**config.mk**
```make
export PLATFORM = sky130hd
export DESIGN_NAME = mem_max_scanner
export DESIGN_NICKNAME = d
export VERILOG_FILES = /design/src/rtl/mem_max_scanner_pkg.sv /design/src/rtl/mem_max_scanner_tracker.sv /design/src/rtl/mem_max_scanner.sv
export SDC_FILE = /design/constraint.sdc
export NUM_CORES = 1
export LEC_CHECK = 0
export CORE_MARGIN = 2
export CORE_UTILIZATION = 47
export DETAILED_ROUTE_END_ITERATION = 6
export HOLD_SLACK_MARGIN = 0.12
export PLACE_DENSITY = 0.77
export SYNTH_ARGS = -nofsm -noshare
export SYNTH_HDL_FRONTEND = slang
export SYNTH_HIERARCHICAL = 1
export SYNTH_SLANG_ARGS = --single-unit
```
**constraint.sdc**
```tcl
create_clock -name clock -period 4.4 [get_ports clock]
set_clock_uncertainty 0.2 [all_clocks]
set_input_delay 0.44 -clock clock [delete_from_list [all_inputs] [get_ports clock]]
set_output_delay 0.44 -clock clock [all_outputs]
set_load 0.02 [all_outputs]
```
**src/rtl/mem_max_scanner_pkg.sv**
```systemverilog
// Shared types and constants for the memory max-search engine.
package mem_max_scanner_pkg;

  localparam int unsigned DEF_DATA_W = 32;
  localparam int unsigned DEF_ADDR_W = 32;
  localparam int unsigned DEF_CNT_W  = 16;
  localparam int unsigned MEM_DEC_W  = 16;

  localparam logic [31:0] MIN_SIGNED = 32'h8000_0000;

  typedef enum logic [2:0] {
    S_IDLE,
    S_SCAN,
    S_WR_MAX,
    S_WR_IDX,
    S_DONE
  } state_t;

endpackage

```
**src/rtl/mem_max_scanner_tracker.sv**
```systemverilog
// Signed running-maximum register pair with offset of the first occurrence.
module max_tracker #(
  parameter int unsigned DATA_W = 32,
  parameter int unsigned CNT_W  = 16
) (
  input  logic              clock,
  input  logic              reset,
  input  logic              clear,
  input  logic              load_first,
  input  logic              valid,
  input  logic [DATA_W-1:0] data,
  input  logic [CNT_W-1:0]  index,
  output logic [DATA_W-1:0] max_val,
  output logic [CNT_W-1:0]  max_idx,
  output logic [DATA_W-1:0] next_val
);

  localparam logic [DATA_W-1:0] MIN_VAL = {1'b1, {(DATA_W-1){1'b0}}};

  logic [CNT_W-1:0] next_idx;

  // Strict compare keeps the lowest offset on ties.
  always_comb begin
    next_val = max_val;
    next_idx = max_idx;
    if (clear) begin
      next_val = MIN_VAL;
      next_idx = '0;
    end else if (valid && (load_first || ($signed(data) > $signed(max_val)))) begin
      next_val = data;
      next_idx = index;
    end
  end

  always_ff @(posedge clock or posedge reset) begin
    if (reset) begin
      max_val <= MIN_VAL;
      max_idx <= '0;
    end else begin
      max_val <= next_val;
      max_idx <= next_idx;
    end
  end

endmodule

```
**src/rtl/mem_max_scanner.sv**
```systemverilog
// Streams a block of words from data memory, finds the signed maximum and
// writes value and offset back to dst_addr / dst_addr+1.
module mem_max_scanner
  import mem_max_scanner_pkg::*;
#(
  parameter int unsigned DATA_W = DEF_DATA_W,
  parameter int unsigned ADDR_W = DEF_ADDR_W,
  parameter int unsigned CNT_W  = DEF_CNT_W
) (
  input  logic              clock,
  input  logic              reset,
  input  logic              start,
  input  logic [ADDR_W-1:0] base_addr,
  input  logic [CNT_W-1:0]  count,
  input  logic [ADDR_W-1:0] dst_addr,
  output logic              busy,
  output logic              done,
  output logic [DATA_W-1:0] max_val,
  output logic [CNT_W-1:0]  max_idx,
  output logic              memRead,
  output logic              memWrite,
  output logic [ADDR_W-1:0] address,
  output logic [DATA_W-1:0] WD,
  input  logic [DATA_W-1:0] RD
);

  state_t            state;
  logic [CNT_W-1:0]  idx;
  logic [CNT_W-1:0]  last_idx;
  logic [ADDR_W-1:0] dst_reg;
  logic [DATA_W-1:0] next_val;
  logic              clear;

  assign clear = (state == S_IDLE) && start && (count == '0);

  max_tracker #(
    .DATA_W(DATA_W),
    .CNT_W (CNT_W)
  ) u_tracker (
    .clock     (clock),
    .reset     (reset),
    .clear     (clear),
    .load_first(idx == '0),
    .valid     (state == S_SCAN),
    .data      (RD),
    .index     (idx),
    .max_val   (max_val),
    .max_idx   (max_idx),
    .next_val  (next_val)
  );

  always_ff @(posedge clock or posedge reset) begin
    if (reset) begin
      state    <= S_IDLE;
      busy     <= 1'b0;
      done     <= 1'b0;
      memRead  <= 1'b0;
      memWrite <= 1'b0;
      address  <= '0;
      WD       <= '0;
      idx      <= '0;
      last_idx <= '0;
      dst_reg  <= '0;
    end else begin
      case (state)
        S_IDLE: begin
          if (start) begin
            busy     <= 1'b1;
            dst_reg  <= dst_addr;
            idx      <= '0;
            last_idx <= count - CNT_W'(1);
            if (count != '0) begin
              state   <= S_SCAN;
              memRead <= 1'b1;
              address <= base_addr;
            end else begin
              state <= S_DONE;
              done  <= 1'b1;
            end
          end
        end
        S_SCAN: begin
          // RD for this cycle's read is sampled on this edge, so the final
          // maximum is only visible through the tracker's next-state value.
          if (idx == last_idx) begin
            state    <= S_WR_MAX;
            memRead  <= 1'b0;
            memWrite <= 1'b1;
            address  <= dst_reg;
            WD       <= next_val;
          end else begin
            idx     <= idx + CNT_W'(1);
            address <= address + ADDR_W'(1);
          end
        end
        S_WR_MAX: begin
          state   <= S_WR_IDX;
          address <= dst_reg + ADDR_W'(1);
          WD      <= DATA_W'(max_idx);
        end
        S_WR_IDX: begin
          state    <= S_DONE;
          memWrite <= 1'b0;
          done     <= 1'b1;
        end
        S_DONE: begin
          state <= S_IDLE;
          done  <= 1'b0;
          busy  <= 1'b0;
        end
        default: state <= S_IDLE;
      endcase
    end
  end

endmodule

```
==> results of run 1 <==
synthesized netlist by cell type, types with 3 or more instances:
cell      instances
nor4_2            3
a22o_1           16
o21ai_1           5
ha_1             37
o31ai_1           4
a211oi_1          4
nand4_1          32
and3_1            8
or2_2             4
nand3_1          41
a21oi_1          53
a221oi_1         18
buf_6             4
nor4_1           13
o221a_2           8
o22ai_1          26
nand2b_1         99
inv_1            65
nand2_1         169
dfrtp_1         182
o21ai_0          44
nor3b_1           3
buf_2            11
buf_1             3
or4_1             9
mux2_2            3
xor2_1           43
clkbuf_1         57
nor2_1           57
and4_1            9
nor2b_1           4
xnor2_1          44
nor3_1           31
a31oi_1           6
or3_1            17
mux2i_1          59
o211ai_1         13
a211oi_2          6
and2_1            3
cells by family (layout without fill, tap and decap cells):
family                     count (synthesis)  in the layout  share of synthesized area [%]
and+or+nand+nor                          508            508                           23.4
muxes                                     62             62                           5.63
buffers and inverters                    142            345                           5.24
xor gates and xnor gates                  87             87                           6.87
AOI/OAI and AO/OA                        218            218                           13.3
adders and majority gates                 37             37                           4.18
DFF                                      183            183                           41.3
worst max-delay path by stage:
| stage | startpoint | endpoint | slack, ps | cells after the start |
|---|---|---|---|---|
| after floorplan | reset | WD[0] | 150 | 1 |
| after global placement | RD[31] | WD[25] | 630 | 10 |
| after detailed placement | RD[31] | WD[15] | 530 | 11 |
| after CTS | u_tracker/max_val[31] | WD[15] | 820 | 11 |
| after global routing | state[1] | WD[3] | 600 | 10 |
| final | state[1] | WD[15] | 790 | 10 |
tightest hold or removal path, cell delays in order (launching register included):
cell and delay [ps]:
dfrtp_1 340, nand2_1 50, o21ai_0 60
stage by stage:
stage	power (mW)	utilization [%]	setup slack, ps
final	8.94	61.2	785
after global routing	9.52	61.2	596
after CTS	8.94	61.2	821
after detailed placement	7.27	58.5	525
after global placement	7.14	58.5	628
after floorplan	5.70	-	149
power groups by stage:
stage	registers, mW	logic, mW	clock network [mW]
floorplan	3.29	2.41	0
global placement	3.14	4.00	0
detailed placement	3.15	4.12	0
CTS	3.13	4.15	1.67
global route	3.24	4.54	1.74
finish	3.15	4.14	1.65
area by class of cell:
class                      count  area (um^2)  area share [%]
sequential                   183         4580            32.1
inverter                      66          253            1.77
clock inverter                14          189            1.32
tap                          319          399            2.80
timing repair buffer         247         2440            17.1
multi-input combinational    912         5970            41.8
clock buffer                  18          439            3.08
layer usage:
metal,track usage (%),vias up
li1,-,4716
met1,33.6,4834
met2,43.2,421
met3,4.63,49
met4,8.23,2
met5,0,-
==> metrics.txt, run 1 <==
Worst path top cell family by delay compound AO/OA/AOI/OAI gates; TNS Setup 0 ps; Crit-path slowest cell dfrtp_1; worst slew pin tran 1180 ps; Synth cell types 58; combinational share of power 46.3%; endpoint class of the critical path register; CTS Hold Bufs 0; cts repair resizes 0; final hold slack 281 ps; setup bufs post-CTS 0; cell row count 56; top routing layer in use met5; commonest cells after routing, fill and taps aside clkdlybuf4s50_1 (230), dfrtp_1 (182), nand2_1 (169); startpoint types register; Top FF cell, synth dfrtp_1; Final Max Tran Viols 0; RSZ-0062 raised after global routing no; worst r2r dst WD[15]; CTS tree built; Clock Tree Buf Depth 2; NetSw 3.74 mW; DRT iter0 DRCs 653; vias 10000; Cell Pwr Density 626 nW/um^2; Syn Nets 1389; Met1 Wirelength 13700 um; Die Wd 158 um; Die H 158 um; DP Area 13600 um^2; cts bufs inserted 17; Hold Crit Start memRead; total track usage 25.7%; initial core utilization 47.5%; initial antenna violation count 1; Critical Path RT 4550 ps; Int Pwr 5.20 mW; Max stage delay on crit path 580 ps; Total Routed Length 31900 um; Hold WC Path Type reg -> reg; part of the power in registers 35.3%; Placeable Area 23300 um^2; RR Startpoint state[1]; layout cells sized above 1 6.11%; Synth Instances 1237; status finished clean; worst-skew pair later-pin latency 440 ps; Worst Path Buf+Inv 2; CP Class reg -> reg; ordered cell list for the critical path nand2b_1 > or2_2 > clkinv_1 > o311a_1 > a22oi_1 > o311ai_4 > buf_4 > mux2i_1 > o22ai_1 > a21oi_1; max cap viols 0; final critical-path share of the clock period 82.2%; Max-Slew Margin vs Limit 21.2%; post-route ant nets 0; vias in the first global route 9777; Leak Pwr 6.28 nW; Residual DRC 0; Post-Syn Area 11100 um^2; top cells by area, synth dfrtp_1 (41%), nand2_1 (5.7%), nand2b_1 (5.6%), mux2i_1 (5.3%), ha_1 (4.2%); fillcell total 1988; Syn Area/Cell 8.96 um^2; met2 routed WL 15300 um; via/cell ratio 5.70; Hold EP memRead; die area 24800 um^2; Final Hold Viols 0; commonest non-fill, non-tap cell in the layout clkdlybuf4s50_1; hold depth 2; Setup Viol. Count Final 0; Clk pwr share 18.4%; global-route wire length before repair 50300 um; final worst path period need 3610 ps; Max H-tree Level 4; FMAX 0.277 GHz; IO Pins 231; reg2reg setup slack 790 ps; sw frac 41.8%; Seq/Total Area, Yosys 41.3%; placer's final routability congestion estimate 0.870; DP HPWL 22000 um; Pre-Repair DR Iteration Count 6; R2R cell count 10; largest net degree at the start of global routing 97; VDD IR max 375 uV; # placed instances 1727; WL met3 2310 um; PortBufs 230; Max Fanout on Critical Path 22; Reg clk slew, reported paths 70 ps; Synth async-reset ratio 100%; Yosys reg bits 183; Sink Count 183; Root Driver clkbuf_16; GRT overflow 0; Ys Warns 6; Synth top area share 41.1%; # diodes 0; Finished Layout Cells 1759; cell area after layout 14300 um^2; routed len/inst 18.1 um; Area Growth Syn to Fin 28.7%; EDFF count, synth 0; Synth area leader dfrtp_1; CP Data Arrival Time 3770 ps; post-layout net count 1579
Note: power is estimated with default switching activity, not from simulation.
==> run 2, diff against run 1 <==
--- a/config.mk
+++ b/config.mk
@@ -6,10 +6,10 @@
 export NUM_CORES = 1
 export LEC_CHECK = 0
 export CORE_MARGIN = 2
-export CORE_UTILIZATION = 47
+export CORE_UTILIZATION = 52
 export DETAILED_ROUTE_END_ITERATION = 6
 export HOLD_SLACK_MARGIN = 0.12
-export PLACE_DENSITY = 0.77
+export PLACE_DENSITY = 0.81
 export SYNTH_ARGS = -nofsm -noshare
 export SYNTH_HDL_FRONTEND = slang
 export SYNTH_HIERARCHICAL = 1
==> constraint.sdc (replaced) <==
create_clock -name clock -period 3.4 [get_ports clock]
set_clock_uncertainty 0.2 [all_clocks]
set_input_delay 0.34 -clock clock [delete_from_list [all_inputs] [get_ports clock]]
set_output_delay 0.34 -clock clock [all_outputs]
set_load 0.02 [all_outputs]
==> run 2 against run 1 <==
Core utilization increased by 8.4 points; cell count is 0.11% lower; via count increased by 2.8%; first-iteration DRC count increased by 25%; clock-buffer cell count rose by 2; combinational power increased by 42%; maximum frequency grew 9.6%; clock power grew 20%; die area down 9.4%; sequential share of layout area fell by 0.67 points; design area is 2.1% higher.
==> metrics.txt, run 2 (synthesized netlist as in run 1, its figures left out) <==
Setup Viol. Count Final 0; CP Data Arrival Time 3420 ps; Hold Crit Start dst_addr[31]; sw frac 41.4%; commonest cells after routing, fill and taps aside clkdlybuf4s50_1 (230), dfrtp_1 (182), nand2_1 (169); final worst path period need 3300 ps; routed len/inst 18.2 um; GRT overflow 0; Sink Count 183; Max-Slew Margin vs Limit 38.4%; placer's final routability congestion estimate 0.912; met2 routed WL 15400 um; CTS tree built; Hold WC Path Type in -> reg; DRT iter0 DRCs 816; status finished clean; Crit-path slowest cell or4_4; Residual DRC 0; endpoint class of the critical path register; Final Hold Viols 0; Leak Pwr 6.48 nW; pre-CTS setup slack -266 ps; Clk pwr share 16.7%; reg2reg setup slack 100 ps; NetSw 4.92 mW; CP Class reg -> reg; IO Pins 231; combinational share of power 49.4%; R2R cell count 11; Die Wd 150 um; # placed instances 1717; final critical-path share of the clock period 97.0%; worst slew pin tran 922 ps; cell row count 53; initial core utilization 52.9%; final hold slack 219 ps; DP Area 13900 um^2; vias 10300; RR Startpoint u_tracker/max_val[31]; layout cells sized above 1 8.70%; Max H-tree Level 4; Int Pwr 6.96 mW; post-route ant nets 0; Reg clk slew, reported paths 70 ps; Die H 150 um; Max stage delay on crit path 560 ps; Max Fanout on Critical Path 16; PortBufs 230; worst-skew pair later-pin latency 440 ps; Met1 Wirelength 13200 um; hold depth 3; PnR worst setup slack 102 ps; utilization after layout 69.6%; vias in the first global route 9856; Final Max Tran Viols 0; Clock Tree Buf Depth 2; Total Routed Length 32000 um; VDD IR max 488 uV; total track usage 28.5%; worst r2r dst WD[28]; Pre-Repair DR Iteration Count 7; cts bufs inserted 17; top routing layer in use met4; DP HPWL 22700 um; initial antenna violation count 0; commonest non-fill, non-tap cell in the layout clkdlybuf4s50_1; Critical Path RT 3520 ps; cell area after layout 14600 um^2; via/cell ratio 5.86; post-layout net count 1621; FMAX 0.303 GHz; max cap viols 0; Finished Layout Cells 1757; Root Driver clkbuf_16; # diodes 0; TNS Setup 0 ps; ordered cell list for the critical path inv_1 > ha_1 > nand4_1 > or4_4 > o311a_1 > o21ai_1 > o311ai_4 > buf_12 > buf_4 > mux2i_1 > a22o_1; Worst Path Buf+Inv 3; Tot Pwr 11.9 mW; largest net degree at the start of global routing 64; startpoint types register; Placeable Area 21000 um^2; part of the power in registers 33.9%; global-route wire length before repair 50800 um; WL met3 2700 um; Hold EP dst_reg[31]; Cell Pwr Density 815 nW/um^2; Worst path top cell family by delay compound AO/OA/AOI/OAI gates; die area 22500 um^2; Area Growth Syn to Fin 31.5%
run 2: worst max path at each step:
stage                                startpoint  endpoint  slack, ps  cells past startpoint
final                     u_tracker/max_val[31]    WD[28]        100                     11
after global routing      u_tracker/max_val[31]    WD[30]         -6                     11
after CTS                 u_tracker/max_val[31]     WD[9]         40                     11
after detailed placement                 RD[27]     WD[9]       -270                     11
after global placement                   RD[27]     WD[4]        -70                     11
after floorplan           u_tracker/max_val[31]    WD[24]        140                     11
run 2: layout make-up:
| type | instances | area, um^2 |
|---|---|---|
| multi-input combinational | 912 | 5980 |
| fill | 1655 | 6380 |
| inverter | 66 | 251 |
| clock buffer | 20 | 437 |
| clock inverter | 12 | 141 |
| timing repair buffer | 289 | 2840 |
| sequential | 183 | 4580 |
| tap | 275 | 344 |
run 2: power by group through the flow:
stage | registers [mW] | clock network (mW) | logic, mW
floorplan | 4.26 | 0 | 3.12
global placement | 4.00 | 0 | 5.44
detailed placement | 4.02 | 0 | 5.63
CTS | 4.00 | 2.00 | 5.67
global route | 4.14 | 2.10 | 6.39
finish | 4.02 | 1.98 | 5.87
run 2: repair_timing:
action / CTS / global route
setup endpoints to repair: 0 / 23
resized for setup: 0 / 4
endpoints found under the hold margin: 12 / 0
setup buffers: 0 / 6
hold buffers: 1 / 0
run 2: worst reg2reg max path: cells and delay by family (launching register included):
kind            cells  cell delay (ps)
flops               1              540
simple gates        2              690
mux                 1              120
compound gates      4              950
fa+ha+maj           1              290
buf+inv             3              400
run 2: routing by layer:
layer | up-vias | global-route usage, %
met5 | - | 0
met3 | 72 | 5.03
met2 | 492 | 47.2
met1 | 4935 | 38.3
li1 | 4801 | -
met4 | 0 | 9.01
==> run 3, diff against run 2 <==
--- a/config.mk
+++ b/config.mk
@@ -6,10 +6,11 @@
 export NUM_CORES = 1
 export LEC_CHECK = 0
 export CORE_MARGIN = 2
-export CORE_UTILIZATION = 52
+export CORE_UTILIZATION = 48
 export DETAILED_ROUTE_END_ITERATION = 6
+export GPL_TIMING_DRIVEN = 0
 export HOLD_SLACK_MARGIN = 0.12
-export PLACE_DENSITY = 0.81
+export PLACE_DENSITY = 0.76
 export SYNTH_ARGS = -nofsm -noshare
 export SYNTH_HDL_FRONTEND = slang
 export SYNTH_HIERARCHICAL = 1
==> run 3 against run 2 <==
Sequential cell count did not move; largest power group unchanged; power decreased by 1.4%; cell count rose by 1.8%; highest routed layer unchanged; register-to-register slack better by 20 ps; global-route usage is 0.66 points lower.
==> metrics.txt, run 3 (synthesized netlist as in run 1, its figures left out) <==
commonest cells after routing, fill and taps aside clkdlybuf4s50_1 (230), dfrtp_1 (182), nand2_1 (169); Max-Slew Margin vs Limit 31.1%; DP HPWL 25200 um; Worst Path Buf+Inv 3; Cell Pwr Density 807 nW/um^2; Max H-tree Level 4; Pre-Repair DR Iteration Count 7; Die H 156 um; RSZ-0062 raised after global routing yes; Setup Viol. Count Final 0; total track usage 27.9%; Final Max Tran Viols 0; DRT iter0 DRCs 673; Root Driver clkbuf_16; layout cells sized above 1 6.72%; post-route ant nets 0; global-route wire length before repair 53800 um; Final Hold Viols 0; part of the power in registers 33.9%; Sink Count 183; Die Wd 156 um; # placed instances 1756; placer's final routability congestion estimate 0.926; IO Pins 231; cts bufs inserted 17; FMAX 0.305 GHz; ordered cell list for the critical path inv_2 > ha_4 > nand4_1 > or4_4 > o311a_1 > a22oi_2 > o311ai_2 > buf_4 > buf_12 > mux2i_1 > o22ai_1 > a21oi_1; commonest non-fill, non-tap cell in the layout clkdlybuf4s50_1; post-layout net count 1643; # diodes 0; Clk pwr share 16.9%; Finished Layout Cells 1789; Max Fanout on Critical Path 10; Critical Path RT 3560 ps; worst slew pin tran 1030 ps; CP Class reg -> reg; Leak Pwr 6.39 nW; Crit-path slowest cell dfstp_2; PortBufs 230; final critical-path share of the clock period 96.4%; worst-skew pair later-pin latency 440 ps; status finished clean; routed len/inst 18.9 um; max cap viols 0; CP Data Arrival Time 3440 ps; combinational share of power 49.2%; Reg clk slew, reported paths 80 ps; TNS Setup 0 ps; via/cell ratio 5.81; utilization after layout 64.1%; fillcell total 1911; vias in the first global route 10400; sw frac 42.4%; Worst path top cell family by delay compound AO/OA/AOI/OAI gates; Clock Tree Buf Depth 2; GRT overflow 0; NetSw 4.96 mW; Residual DRC 0; Total Routed Length 33800 um; final worst path period need 3280 ps; Int Pwr 6.75 mW; vias 10400; cell row count 55; Max stage delay on crit path 550 ps; VDD IR max 447 uV; initial core utilization 49.0%; startpoint types register; initial antenna violation count 0; largest net degree at the start of global routing 41; Placeable Area 22600 um^2; endpoint class of the critical path register; die area 24300 um^2; CTS tree built; Hold WC Path Type in -> reg; Area Growth Syn to Fin 30.9%
[run 3: timing repair]
action	CTS	global route
gates resized for setup	7	17
setup buffers	2	0
hold endpoints to repair	8	0
pin swaps	2	1
endpoints found under the setup margin	80	36
hold buffers	1	0
[run 3: per-layer routing]
layer	vias to the layer above	track usage [%]	routed length, um
met4	0	9.13	772
met1	5016	36.6	14400
li1	4845	-	-
met3	65	5.56	2550
met5	-	0	0
met2	461	46.4	16000
[run 3: power by group through the flow]
stage               registers (mW)  logic [mW]  clock network [mW]
floorplan                     4.26        3.12                   0
global placement              3.94        5.41                   0
detailed placement            3.96        5.58                   0
CTS                           3.93        5.66                2.00
global route                  4.07        6.27                2.09
finish                        3.97        5.76                1.98
[run 3: per-stage QoR]
step	area [um^2]	hold slack [ps]	worst slack, ps	total power, mW
3_3_place_gp	13700	266	-968	9.35
6_report	14500	219	122	11.7
5_1_grt	14500	215	-3.29	12.4
4_1_cts	14500	207	52.6	11.6
2_1_floorplan	11100	245	139	7.38
3_5_place_dp	13800	279	-923	9.54
[run 3: layout make-up]
type / count / area, um^2 / share of cell area [%]
clock inverters: 14 / 144 / 0.991
flip-flops and latches: 183 / 4580 / 31.6
multi-input cells: 912 / 5990 / 41.3
plain buffers: 74 / 343 / 2.36
repair buffers: 237 / 2410 / 16.6
well taps: 285 / 357 / 2.46
inverters: 66 / 251 / 1.73
clock buffers: 18 / 439 / 3.03
[run 3: path summary, 6_finish.rpt]
check / from / depth (start not counted) / end / slack, ps
max in group asynchronous: reset / 5 / last_idx[7] / 1280
worst max-delay path: u_tracker/max_val[31] / 12 / WD[13] / 120
min in group asynchronous: reset / 3 / u_tracker/max_val[21] / 590
worst min register to register: memRead / 2 / memRead / 290
worst max register to register: u_tracker/max_val[31] / 12 / WD[13] / 120
worst min-delay path: dst_addr[10] / 3 / dst_reg[10] / 220
[run 3: worst register-to-register path: stages (launching register included)]
cell,delay (ps)
dfstp_2,550
inv_2,50
ha_4,290
nand4_1,160
or4_4,490
o311a_1,330
a22oi_2,170
o311ai_2,150
buf_4,190
buf_12,150
mux2i_1,220
o22ai_1,100
a21oi_1,150
